File: src/rtl/switch_pkg.sv
// Shared switch types: port vectors, request/grant matrices and the
// request-tracker state encoding.
package switch_pkg;
    localparam int PORT_NUM = 4;
    localparam int CNT_W    = 6;
    localparam int DST_W    = $clog2(PORT_NUM);

    typedef logic [PORT_NUM-1:0] port_vect_t;
    typedef port_vect_t [PORT_NUM-1:0] req_mat_t;
    typedef logic [DST_W-1:0] dst_t;
    typedef dst_t [PORT_NUM-1:0] dst_vect_t;

    typedef enum logic [2:0] {
        REQ_IDLE = 3'b001,
        REQ_SEND = 3'b010,
        REQ_WAIT = 3'b100
    } req_state_t;

    function automatic logic multi_hot(input port_vect_t v);
        return (v & (v - 1'b1)) != '0;
    endfunction
endpackage

File: src/rtl/voq_counter.sv
// One saturating VOQ occupancy counter; a simultaneous
// increment and decrement leave the count unchanged.
module voq_counter
    import switch_pkg::*;
#(
    parameter int W = CNT_W
) (
    input  logic clk,
    input  logic rst,
    input  logic inc,
    input  logic dec,
    output logic full,
    output logic nonzero,
    output logic empty_nxt
);
    localparam logic [W-1:0] MAX = '1;

    logic [W-1:0] cnt;
    logic [W-1:0] cnt_nxt;

    assign full      = cnt == MAX;
    assign nonzero   = cnt != '0;
    assign empty_nxt = cnt_nxt == '0;

    always_comb begin
        cnt_nxt = cnt;
        unique case ({inc && !full, dec && nonzero})
            2'b10:   cnt_nxt = cnt + 1'b1;
            2'b01:   cnt_nxt = cnt - 1'b1;
            default: cnt_nxt = cnt;
        endcase
    end

    always_ff @(posedge clk or negedge rst) begin
        if (!rst) cnt <= '0;
        else      cnt <= cnt_nxt;
    end
endmodule

File: src/rtl/voq_req_tracker.sv
// VOQ occupancy tracker: counts descriptors per (input, output),
// offers a request snapshot to the arbiter and applies its grants.
module voq_req_tracker
    import switch_pkg::*;
(
    input  logic       clk,
    input  logic       rst,
    input  port_vect_t enq_valid,
    input  dst_vect_t  enq_dst,
    output port_vect_t enq_ready,
    output logic       arb_valid_in,
    input  logic       arb_ready_in,
    output req_mat_t   rx_req_vect,
    input  logic       grt_valid,
    input  req_mat_t   grt_vect,
    output port_vect_t voq_empty,
    output logic       err_grant
);
    req_state_t state;
    req_state_t state_nxt;

    req_mat_t full;
    req_mat_t nz;
    req_mat_t empty_nxt;
    req_mat_t inc;
    req_mat_t dec;
    logic     bad_grant;
    logic     any_nz;
    logic     grant_take;

    for (genvar i = 0; i < PORT_NUM; i++) begin : g_in
        for (genvar j = 0; j < PORT_NUM; j++) begin : g_out
            voq_counter #(.W(CNT_W)) u_cnt (
                .clk       (clk),
                .rst       (rst),
                .inc       (inc[i][j]),
                .dec       (dec[i][j]),
                .full      (full[i][j]),
                .nonzero   (nz[i][j]),
                .empty_nxt (empty_nxt[i][j])
            );
        end
    end

    assign any_nz     = |nz;
    assign grant_take = grt_valid && (state == REQ_WAIT);

    always_comb begin
        enq_ready = '0;
        for (int i = 0; i < PORT_NUM; i++)
            enq_ready[i] = !full[i][enq_dst[i]];
    end

    // Grants are checked against pre-edge counts; a malformed row is
    // flagged and left untouched rather than partially applied.
    always_comb begin
        inc       = '0;
        dec       = '0;
        bad_grant = 1'b0;
        for (int i = 0; i < PORT_NUM; i++)
            for (int j = 0; j < PORT_NUM; j++)
                inc[i][j] = enq_valid[i] && enq_ready[i]
                          && (enq_dst[i] == DST_W'(j));
        if (grt_valid && !grant_take) bad_grant = 1'b1;
        if (grant_take) begin
            for (int i = 0; i < PORT_NUM; i++) begin
                if (multi_hot(grt_vect[i])) begin
                    bad_grant = 1'b1;
                end else begin
                    for (int j = 0; j < PORT_NUM; j++) begin
                        if (grt_vect[i][j] && nz[i][j]) dec[i][j] = 1'b1;
                        if (grt_vect[i][j] && !nz[i][j]) bad_grant = 1'b1;
                    end
                end
            end
        end
    end

    always_ff @(posedge clk or negedge rst) begin
        if (!rst) state <= REQ_IDLE;
        else      state <= state_nxt;
    end

    always_comb begin
        state_nxt = state;
        unique case (state)
            REQ_IDLE: if (any_nz)       state_nxt = REQ_SEND;
            REQ_SEND: if (arb_ready_in) state_nxt = REQ_WAIT;
            REQ_WAIT: if (grt_valid)    state_nxt = REQ_IDLE;
            default:                    state_nxt = REQ_IDLE;
        endcase
    end

    always_comb begin
        arb_valid_in = state == REQ_SEND;
    end

    always_ff @(posedge clk or negedge rst) begin
        if (!rst) begin
            rx_req_vect <= '0;
            err_grant   <= 1'b0;
            voq_empty   <= '1;
        end else begin
            if (state == REQ_IDLE && any_nz) rx_req_vect <= nz;
            else if (grant_take)             rx_req_vect <= '0;
            err_grant <= err_grant | bad_grant;
            for (int i = 0; i < PORT_NUM; i++)
                voq_empty[i] <= &empty_nxt[i];
        end
    end
endmodule

File: config.mk
export PLATFORM = sky130hd
export DESIGN_NAME = voq_req_tracker
export DESIGN_NICKNAME = d
export VERILOG_FILES = /design/src/rtl/switch_pkg.sv /design/src/rtl/voq_counter.sv /design/src/rtl/voq_req_tracker.sv
export SDC_FILE = /design/constraint.sdc
export NUM_CORES = 1
export LEC_CHECK = 0
export ABC_CLOCK_PERIOD_IN_PS = 4850
export BUFFER_PORTS_ARGS = -buffer_cell sky130_fd_sc_hd__buf_2
export CAP_MARGIN = 20
export CORE_UTILIZATION = 55
export DETAILED_ROUTE_END_ITERATION = 16
export PLACE_DENSITY = 0.81
export SYNTH_ARGS = -nofsm -noshare
export SYNTH_HDL_FRONTEND = slang
export SYNTH_SLANG_ARGS = --single-unit
File: constraint.sdc
create_clock -name clk -period 4.85 [get_ports clk]
set_input_delay 0.97 -clock clk [delete_from_list [all_inputs] [get_ports clk]]
set_output_delay 0.97 -clock clk [all_outputs]
set_load 0.01 [all_outputs]
==> parameters.txt, run 1 <==
Parameter                              Value

Outcome
  Run status ... complete, no violations

Place
  Final weighted congestion in routability-driven placement ... roughly 0.9
  Dpl hpwl ... 16.0 mm
  IO Port Bufs ... 57
  Post-place setup slack ... 0.244 ns

Yosys
  Number of standard cells after synthesis ... 970
  Mean post-synth cell area ... 9.22 µm²
  Unique masters post-synth ... 56
  Synth Register Bits ... 120
  Yosys Warn Count ... 0
  Total nets after synthesis ... 1098
  Share of flip-flops with an asynchronous set or reset ... 100%
  Number of enable-type register cells in the synthesized netlist ... 0
  Area of the mapped netlist ... 8950 µm²
  Portion of the post-synthesis area used by sequential elements ... between 30% and 40%
  Leading register cell type out of synthesis ... dfrtp_1

Clocking
  Buffer count from post-CTS setup fixing ... 0
  Cell at the root of the clock tree ... clkbuf_16
  Total clock sinks ... 120
  Num CTS Buffers ... 17
  Clock network latency to the later pin of the worst-skew pair ... 0.43 ns
  Post-CTS clock slew at the launch and capture registers of the worst setup and hold paths ... 0.06 ns
  Count of hold buffers inserted by post-cts repair ... 0
  CTS tree ... yes
  Number of buffers between clock root and the deepest sink ... 2
  H-tree level count ... 4
  Gates resized, CTS repair ... 0

Die
  CORE AREA ... ~16000 µm²
  Die height ... about 130 µm
  Top Ports ... 58
  Initial Utilization ... 56.3%
  Die Wd ... 130 µm
  Die area ... 16800 µm²
  Row cnt ... 46

STA
  Worst-case clock skew ... 0.00954 ns
  Pin slew with the least headroom to its limit ... 0.671 ns
  Finish-stage setup viols ... 0
  Max-Slew Margin vs Limit ... 55.3%
  Unrepaired setup endpoints after global routing ... no
  Count of pins over their slew limit ... 0
  Post-Route Setup TNS ... 0 ns
  Final hold viol count ... 0
  Final Cycle Share ... 87.6%
  Highest attainable clock frequency ... 235 MHz
  Worst-case setup margin in the final layout ... 0.601 ns
  Post-route minimum period ... 4.25 ns

Critical path
  Worst setup path endpoint ... voq_empty[1]$_DFF_PN1_
  Origin of the critical flop-to-flop path ... g_in[1].g_out[2].u_cnt.cnt[2]$_DFF_PN0_
  Launch point of the worst path ... g_in[1].g_out[2].u_cnt.cnt[2]$_DFF_PN0_
  Arrival @ worst endpoint ... 4.57 ns
  Critical path startpoint category ... register
  Cell count of the worst reg-to-reg path ... 13
  Data required time at the worst endpoint ... 5.18 ns
  Max Fanout on Critical Path ... 5
  Slack of the worst reg-to-reg path ... 0.60 ns
  Kind of capture point of the worst setup path ... register
  Critical path class ... register to register
  Worst R2R End ... voq_empty[1]$_DFF_PN1_

Routing
  Total number of vias ... 7644
  Routed wire length ... 21.4 mm
  Initial drt markers ... 584
  Post-route ant nets ... 0
  Final routed wire length divided by cell count ... ~17 µm
  Detailed-routing iteration count for the pre-antenna-repair pass ... 5
  Per-cell via count in the routed design ... 6.04
  DR DRC count ... 0

Finish
  Fraction of final layout cells sized beyond drive strength 1 ... a little under an eighth
  # diodes ... 0
  FF+latch area ... 3010 µm²
  Fillers ... 1293
  P&R area growth vs syn ... 12.7%
  Number of nets in the final layout ... 1164
  Area of combinational cells with multiple inputs ... between 5000 and 6000 µm²

Global route
  Gr ovfl total ... 0
  Number of antenna violations at the first check in global routing ... 0
  Number of global-route vias before repair ... 7264
  Global-route wire length before repair ... roughly 35 mm
  Maximum number of pins on one net before global-route repair ... 53
  Overall global routing resource usage ... 26.9%

Job
  Number of maximum-capacitance constraint violations ... 0

Power and ir drop
  Static power due to leakage ... 0.00483 µW
  Worst IR drop on VDD ... 0.000335 V
  Ratio of total power to cell area ... 514 nW/µm²

Worst hold path
  Min-delay worst type ... register to register
[how the worst min path moves through the flow]
stage,from,to,slack [ns],depth (start not counted)
CTS,err_grant$_DFF_PN0_,err_grant$_DFF_PN0_,0.47,1
global placement,err_grant$_DFF_PN0_,err_grant$_DFF_PN0_,0.45,1
finish,err_grant$_DFF_PN0_,err_grant$_DFF_PN0_,0.47,1
global route,err_grant$_DFF_PN0_,err_grant$_DFF_PN0_,0.49,1
floorplan,g_in[0].g_out[3].u_cnt.cnt[5]$_DFF_PN0_,g_in[0].g_out[3].u_cnt.cnt[5]$_DFF_PN0_,0.47,1
detailed placement,err_grant$_DFF_PN0_,err_grant$_DFF_PN0_,0.45,1
[cell families (layout without fill, tap and decap cells)]
group | count (synthesis) | after routing | share of synthesized area (%)
simple gates | 342 | 342 | 21.3
compound gates | 230 | 230 | 16.0
flops | 120 | 120 | 33.6
fa+ha+maj | 99 | 99 | 15.1
buf+inv | 83 | 162 | 3.69
xor+xnor | 76 | 76 | 7.44
mux | 20 | 20 | 2.85
[final cells by class]
class / count / share of cell area, %
tap: 216 / 2.68
sequential: 120 / 29.8
clock buffer: 24 / 4.98
multi-input combinational: 767 / 55.6
timing repair buffer: 67 / 3.60
clock inverter: 8 / 0.918
inverter: 63 / 2.35
[state kept, by name (all words and copies together), names as in the netlist]
signal	flops
state	3
g_in.g_out.u_cnt.cnt	96
voq_empty	4
rx_req_vect	16
err_grant	1
[cell usage after synthesis, types with 5 or more instances]
master	n	share of area [%]
dfrtp_1	115	32
nand2_1	94	3.9
ha_1	80	11
o21ai_0	75	4.2
inv_1	63	2.6
nor2_1	58	2.4
xor2_1	42	4.1
a21oi_1	40	2.2
xnor2_1	34	3.3
nand4_1	26	1.8
or3_1	26	1.8
a21o_1	23	1.9
nor3_1	23	1.3
a211oi_1	20	1.7
and3b_1	17	1.7
fa_1	16	3.6
o21a_1	14	1.2
mux2i_1	12	1.3
nor2b_1	12	0.84
nor3b_1	12	1.0
clkbuf_1	11	0.46
or4_1	11	0.92
and3_1	10	0.70
o21bai_1	10	0.84
nand3_1	8	0.45
nand4b_1	8	0.78
nor4_1	8	0.56
o31ai_1	8	0.67
a22oi_1	7	0.59
a31oi_1	7	0.49
o21ai_1	7	0.39
buf_2	6	0.34
dfstp_2	5	1.5
[stage by stage]
stage	power (µW)	util, %	instance area (µm²)	instances	hold WS [ns]
2_1_floorplan	3200	-	8950	970	0.467
3_3_place_gp	3780	59.7	9490	1233	0.451
3_5_place_dp	3850	59.7	9490	1233	0.454
4_1_cts	5160	63.5	10100	1265	0.469
5_1_grt	5550	63.5	10100	1265	0.486
6_report	5180	63.5	10100	1265	0.466
[report_power, final]
group	switching [µW]	leakage, µW	internal (µW)	total (µW)
sequential	421	0.00151	1360	1780
combinational	1200	0.00303	925	2130
clock	456	0.000296	818	1270
[per-layer routing]
layer | track usage (%) | share of wire [%]
met5 | 0 | 0
met4 | 10.4 | 2.0
met3 | 5.33 | 4.7
met2 | 44.2 | 48
met1 | 35.0 | 45
[layout by cell type, fill, tap and decap left out, types with 26 or more instances in the layout]
master	netlist	layout
xor2_1	42	42
inv_1	63	63
nand4_1	26	26
buf_2	6	56
ha_1	80	80
a21oi_1	40	40
xnor2_1	34	34
or3_1	26	26
nor2_1	58	57
dfrtp_1	115	115
o21ai_0	75	75
nand2_1	94	94
[critical path, stage by stage (launching register included)]
cell,delay [ns]
dfrtp_1,0.41
or4_1,0.52
nor3_1,0.47
nor2_1,0.07
and3_1,0.20
ha_1,0.29
ha_1,0.36
nor2b_1,0.15
o21ai_0,0.18
mux2_2,0.35
a221oi_1,0.42
o2111ai_1,0.20
nor4b_1,0.25
nor4b_2,0.27
Note: power is estimated with default switching activity, not from simulation.
==> run 2: changes to the inputs <==
--- a/config.mk
+++ b/config.mk
@@ -8,9 +8,11 @@
 export ABC_CLOCK_PERIOD_IN_PS = 4850
 export BUFFER_PORTS_ARGS = -buffer_cell sky130_fd_sc_hd__buf_2
 export CAP_MARGIN = 20
-export CORE_UTILIZATION = 55
+export CORE_UTILIZATION = 45
 export DETAILED_ROUTE_END_ITERATION = 16
-export PLACE_DENSITY = 0.81
+export GPL_TIMING_DRIVEN = 0
+export MAX_ROUTING_LAYER = met4
+export PLACE_DENSITY = 0.7
 export SYNTH_ARGS = -nofsm -noshare
 export SYNTH_HDL_FRONTEND = slang
 export SYNTH_SLANG_ARGS = --single-unit
==> run 2 against run 1 <==
Flip-flop and latch count unchanged. Clock-buffer cell count decreased by 3. Power decreased by 2.7%. Critical path depth rose by 3. Clock power fell by 6%. Non-clock buffer count up 11. Global-route usage decreased by 4.1 points. Largest cell class unchanged. Clock skew is 0.0012 ns lower. Combinational power shrank 2%. Register-to-register slack worse by 0.09 ns.
==> parameters.txt, run 2 (synthesis results as in run 1) <==
Parameter                              Value

Outcome
  Run status ... complete, no violations

Global route
  Number of antenna violations at the first check in global routing ... 0
  Number of global-route vias before repair ... 7228
  Global-route wire length before repair ... 35.3 mm
  Gr ovfl total ... 0
  Maximum number of pins on one net before global-route repair ... 95
  Overall global routing resource usage ... 22.8%

Clocking
  Buffer count from post-CTS setup fixing ... 0
  Gates resized, CTS repair ... 0
  H-tree level count ... 4
  Number of buffers between clock root and the deepest sink ... 2
  Clock network latency to the later pin of the worst-skew pair ... 0.42 ns
  Num CTS Buffers ... 17
  CTS tree ... yes
  Post-CTS clock slew at the launch and capture registers of the worst setup and hold paths ... 0.05 ns
  Total clock sinks ... 120
  Count of hold buffers inserted by post-cts repair ... 0
  Cell at the root of the clock tree ... clkbuf_16

Finish
  Register with the highest flop count ... g_in.g_out.u_cnt.cnt
  Most used cells in the layout excluding fill and tap cells ... 115 x dfrtp_1, 94 x nand2_1, 80 x ha_1
  P&R area growth vs syn ... 13.4%
  Largest registers ... g_in.g_out.u_cnt.cnt x96, rx_req_vect x16, voq_empty x4
  Fraction of final layout cells sized beyond drive strength 1 ... about an eighth
  Area of combinational cells with multiple inputs ... 5610 µm²
  Number of flip-flops under the largest register name ... 96
  Number of nets in the final layout ... 1175
  Fillers ... 1776
  # diodes ... 0
  Leading cell type in the layout, fill and taps excluded ... dfrtp_1
  FF+latch area ... 3010 µm²

STA
  Final Cycle Share ... 90.0%
  Worst-case setup margin in the final layout ... 0.484 ns
  Unrepaired setup endpoints after global routing ... no
  Pin slew with the least headroom to its limit ... a little over 0.8 ns
  Max-Slew Margin vs Limit ... approximately 44%
  Finish-stage setup viols ... 0
  Worst-case clock skew ... 0.00838 ns
  Post-route minimum period ... about 4.4 ns
  Count of pins over their slew limit ... 0
  Highest attainable clock frequency ... 229 MHz
  Final hold viol count ... 0
  Post-Route Setup TNS ... 0 ns

Critical path
  Arrival @ worst endpoint ... 4.69 ns
  Kind of capture point of the worst setup path ... register
  Cell type of the slowest stage on the worst timing path ... or4b_1
  CP Buf/Inv Count ... 2
  Max Fanout on Critical Path ... 5
  Critical path cell sequence ... buf_2, maj3_1, nor2_1, nor2_1, nor2_1, and3b_1, ha_1, inv_1, fa_1, xor2_1, o21ai_1, or4b_1, nor4_1, o2111ai_1, nor4b_1, nor4b_2
  Data required time at the worst endpoint ... between 5 and 6 ns
  Max incr delay on CP ... 0.50 ns
  Most prevalent standard cell on the critical path ... nor2_1
  Critical path startpoint category ... input port
  Critical path class ... input port to register
  Family with the most delay on the worst path ... simple AND/OR/NAND/NOR gates

Routing
  Final routed wire length divided by cell count ... 16.4 µm
  Total number of vias ... between 7000 and 8000
  Per-cell via count in the routed design ... about 5.6
  Detailed-routing iteration count for the pre-antenna-repair pass ... 5
  DR DRC count ... 0
  Routed wire length ... between 20 and 25 mm
  Initial drt markers ... 484
  Post-route ant nets ... 0

Die
  Die height ... 143 µm
  Die Wd ... 143 µm
  Initial Utilization ... between 40% and 50%
  Top Ports ... 58
  CORE AREA ... 19500 µm²
  Row cnt ... ~50
  Die area ... 20400 µm²

Place
  Post-place setup slack ... 0.0950 ns
  IO Port Bufs ... 57
  Dpl hpwl ... around 16 mm
  Final weighted congestion in routability-driven placement ... 0.942

Job
  Number of maximum-capacitance constraint violations ... 0

Power and ir drop
  Worst IR drop on VDD ... 0.000321 V
  Static power due to leakage ... 0.00481 µW
  Ratio of total power to cell area ... just under 500 nW/µm²

Worst hold path
  Min-delay worst type ... input port to async pin
## run 2: cell count changes in the layout (fill, tap and decap cells not counted), sizes merged
cell      delta
clkbuf       +8
clkinvlp     +2
bufinv       -1
## run 2: cell type report
cell class	count	area share [%]
clock inverter	9	0.765
tap	265	3.27
inverter	63	2.33
multi-input combinational	767	55.3
buffer	20	0.937
timing repair buffer	58	3.14
clock buffer	21	4.64
sequential	120	29.7
## run 2: per-stage QoR
stage | cell area [µm²] | power (µW) | hold WS, ns | utilization (%) | std cells
finish | 10100 | 5040 | 0.417 | 52.1 | 1323
global route | 10100 | 5410 | 0.426 | 52.1 | 1323
CTS | 10100 | 5060 | 0.419 | 52.1 | 1323
detailed placement | 9600 | 3820 | 0.447 | 49.3 | 1293
global placement | 9560 | 3770 | 0.437 | 49.1 | 1292
floorplan | 8950 | 3200 | 0.467 | - | 970
## run 2: worst paths after layout
| path | start | end | slack (ns) | depth (start not counted) |
|---|---|---|---|---|
| setup / recovery | grt_vect[10] | voq_empty[2]$_DFF_PN1_ | 0.48 | 16 |
| hold / removal | rst | g_in[2].g_out[0].u_cnt.cnt[0]$_DFF_PN0_ | 0.42 | 1 |
| setup reg to reg | state[1]$_DFFE_PN0P_ | voq_empty[2]$_DFF_PN1_ | 0.51 | 15 |
| hold reg to reg | err_grant$_DFF_PN0_ | err_grant$_DFF_PN0_ | 0.45 | 1 |
| max in group asynchronous | rst | voq_empty[0]$_DFF_PN1_ | 3.65 | 2 |
| min in group clk | err_grant$_DFF_PN0_ | err_grant$_DFF_PN0_ | 0.45 | 1 |
## run 2: worst reg2reg max path: stages (launching register included)
cell	delay, ns
dfrtp_1	0.41
nor3b_1	0.28
nand2_1	0.19
clkbuf_2	0.26
nor2_1	0.22
and3b_1	0.20
ha_1	0.29
inv_1	0.13
fa_1	0.46
xor2_1	0.17
o21ai_1	0.11
or4b_1	0.51
nor4_1	0.28
o2111ai_1	0.18
nor4b_1	0.31
nor4b_2	0.26
## run 2: metal layers
layer  vias to the layer above  track usage, %  share of wire [%]
met5                         -               -                  0
met4                         0            5.38                1.2
met3                        24            4.46                4.0
met2                       127            36.6                 48
met1                      3593            29.6                 47
li1                       3691               -                  -
## run 2: report_power, final
| part | switching (µW) | internal, µW | total (µW) |
|---|---|---|---|
| clock | 459 | 733 | 1190 |
| combinational | 1170 | 904 | 2080 |
| sequential | 413 | 1360 | 1770 |
| total | 2040 | 2990 | 5040 |
==> run 3: changes to the inputs <==
--- a/config.mk
+++ b/config.mk
@@ -6,13 +6,13 @@
 export NUM_CORES = 1
 export LEC_CHECK = 0
 export ABC_CLOCK_PERIOD_IN_PS = 4850
-export BUFFER_PORTS_ARGS = -buffer_cell sky130_fd_sc_hd__buf_2
 export CAP_MARGIN = 20
 export CORE_UTILIZATION = 45
 export DETAILED_ROUTE_END_ITERATION = 16
+export DONT_BUFFER_PORTS = 1
 export GPL_TIMING_DRIVEN = 0
 export MAX_ROUTING_LAYER = met4
-export PLACE_DENSITY = 0.7
+export PLACE_DENSITY = 0.68
 export SYNTH_ARGS = -nofsm -noshare
 export SYNTH_HDL_FRONTEND = slang
 export SYNTH_SLANG_ARGS = --single-unit
==> constraint.sdc (replaced) <==
create_clock -name clk -period 4.85 [get_ports clk]
set_input_delay 0.97 -clock clk [delete_from_list [all_inputs] [get_ports clk]]
set_output_delay 0.97 -clock clk [all_outputs]
set_load 0.02 [all_outputs]
==> run 3 against run 2 <==
Routed wire length shrank 1.2%. Register-to-register slack lost 0.05 ns. Sequential power grew 6%. Combinational power shrank 7%. First-iteration DRC count shrank 26%. Critical path type is now register to register.
==> parameters.txt, run 3 (synthesis results as in run 1) <==
Parameter                              Value

Finish
  Largest registers ... g_in.g_out.u_cnt.cnt x96, rx_req_vect x16, voq_empty x4
  Fraction of final layout cells sized beyond drive strength 1 ... 6.79%
  Leading cell type in the layout, fill and taps excluded ... dfrtp_1
  Fillers ... roughly 1800
  # diodes ... 0
  Register with the highest flop count ... g_in.g_out.u_cnt.cnt
  Number of flip-flops under the largest register name ... 96
  Number of nets in the final layout ... 1117
  P&R area growth vs syn ... 10.9%
  Most used cells in the layout excluding fill and tap cells ... 115 x dfrtp_1, 94 x nand2_1, 80 x ha_1

Die
  CORE AREA ... approximately 19000 µm²
  Row cnt ... 51
  Top Ports ... just under 60
  Die height ... 143 µm
  Die Wd ... 143 µm
  Initial Utilization ... 46.0%
  Die area ... 20400 µm²

Critical path
  Critical path startpoint category ... register
  Kind of capture point of the worst setup path ... register
  Data required time at the worst endpoint ... 5.17 ns
  Cell count of the worst reg-to-reg path ... 15
  Critical path cell sequence ... nor3b_1, nand2_1, clkbuf_2, nor2_1, and3b_1, ha_1, inv_1, fa_1, xor2_1, o21ai_0, nor4b_1, nand4_1, a2111oi_0, and4bb_2, nor4b_2
  Worst R2R End ... voq_empty[3]$_DFF_PN1_
  Arrival @ worst endpoint ... 4.71 ns
  Launch point of the worst path ... state[1]$_DFFE_PN0P_
  Max incr delay on CP ... ~0.46 ns
  Family with the most delay on the worst path ... simple AND/OR/NAND/NOR gates
  Cell type of the slowest stage on the worst timing path ... fa_1
  Slack of the worst reg-to-reg path ... between 0.4 and 0.5 ns
  Critical path class ... register to register
  CP Buf/Inv Count ... 2
  Max Fanout on Critical Path ... 10
  Origin of the critical flop-to-flop path ... state[1]$_DFFE_PN0P_

Clocking
  Post-CTS clock slew at the launch and capture registers of the worst setup and hold paths ... 0.06 ns
  Buffer count from post-CTS setup fixing ... 0
  Num CTS Buffers ... 17
  Total clock sinks ... 120
  Clock network latency to the later pin of the worst-skew pair ... 0.42 ns
  CTS tree ... yes
  Number of buffers between clock root and the deepest sink ... 2
  Cell at the root of the clock tree ... clkbuf_16
  H-tree level count ... 4

STA
  Post-route minimum period ... between 4 and 5 ns
  Unrepaired setup endpoints after global routing ... no
  Post-Route Setup TNS ... 0 ns
  Worst Hold Slack ... 0.241 ns
  Max-Slew Margin vs Limit ... 44.6%
  Pin slew with the least headroom to its limit ... 0.825 ns
  Final hold viol count ... 0
  Worst-case clock skew ... 0.00975 ns
  Count of pins over their slew limit ... 0
  Finish-stage setup viols ... 0
  Highest attainable clock frequency ... 228 MHz
  Final Cycle Share ... slightly above 90%

Routing
  Detailed-routing iteration count for the pre-antenna-repair pass ... 5
  Total number of vias ... between 7000 and 8000
  Routed wire length ... 21.4 mm
  DR DRC count ... 0
  Post-route ant nets ... 0
  Final routed wire length divided by cell count ... 16.9 µm
  Initial drt markers ... 356
  Per-cell via count in the routed design ... 5.67

Power and ir drop
  Static power due to leakage ... around 0.0046 µW
  Ratio of total power to cell area ... 519 nW/µm²
  Worst IR drop on VDD ... 0.000296 V

Place
  IO Port Bufs ... 0
  Dpl hpwl ... 16.1 mm
  Final weighted congestion in routability-driven placement ... between 0.9 and 1

Job
  Number of maximum-capacitance constraint violations ... 0

Global route
  Number of antenna violations at the first check in global routing ... 0
  Number of global-route vias before repair ... 7139
  Gr ovfl total ... 0
  Maximum number of pins on one net before global-route repair ... ~120
  Global-route wire length before repair ... 35.4 mm
  Overall global routing resource usage ... between 20% and 30%

Worst hold path
  Min-delay worst type ... input port to async pin

Outcome
  Run status ... complete, no violations
run 3: power breakdown:
group	internal, µW	leakage (µW)	switching, µW
Combinational	850	0.00281	1080
Clock	871	0.000292	482
Sequential	1350	0.00151	511
run 3: final cells by class:
type	instances	area, µm²	area share [%]
inverter	63	236	2.38
tap	265	332	3.34
clock inverter	12	174	1.75
buffer	20	95.1	0.959
clock buffer	20	447	4.50
multi-input combinational	767	5620	56.7
sequential	120	3010	30.3
run 3: stage by stage:
step,total power (µW),instances,instance area [µm²],worst slack [ns],utilization [%]
after floorplan,3250,970,8950,0.760,-
after global placement,3720,1235,9280,0.143,47.7
after detailed placement,3780,1235,9280,0.165,47.7
after CTS,5160,1267,9900,0.187,50.9
after global routing,5540,1267,9920,0.0502,51.0
final,5150,1267,9920,0.459,51.0
run 3: repair_timing:
action	CTS	global route
setup endpoints to repair	0	1
gates resized for setup	0	5
hold buffers	0	0
run 3: layer usage:
layer  part of all wire, %  GRT usage [%]
met1                    46           28.7
met2                    46           36.0
met3                   6.1           6.71
met4                   1.2           6.06
met5                     0              -
run 3: worst max path at each step:
stage,end,slack [ns],cells past startpoint
after floorplan,voq_empty[2]$_DFF_PN1_,0.76,15
after global placement,voq_empty[2]$_DFF_PN1_,0.14,15
after detailed placement,voq_empty[2]$_DFF_PN1_,0.16,15
after CTS,voq_empty[2]$_DFF_PN1_,0.19,15
after global routing,voq_empty[2]$_DFF_PN1_,0.05,15
final,voq_empty[3]$_DFF_PN1_,0.46,15
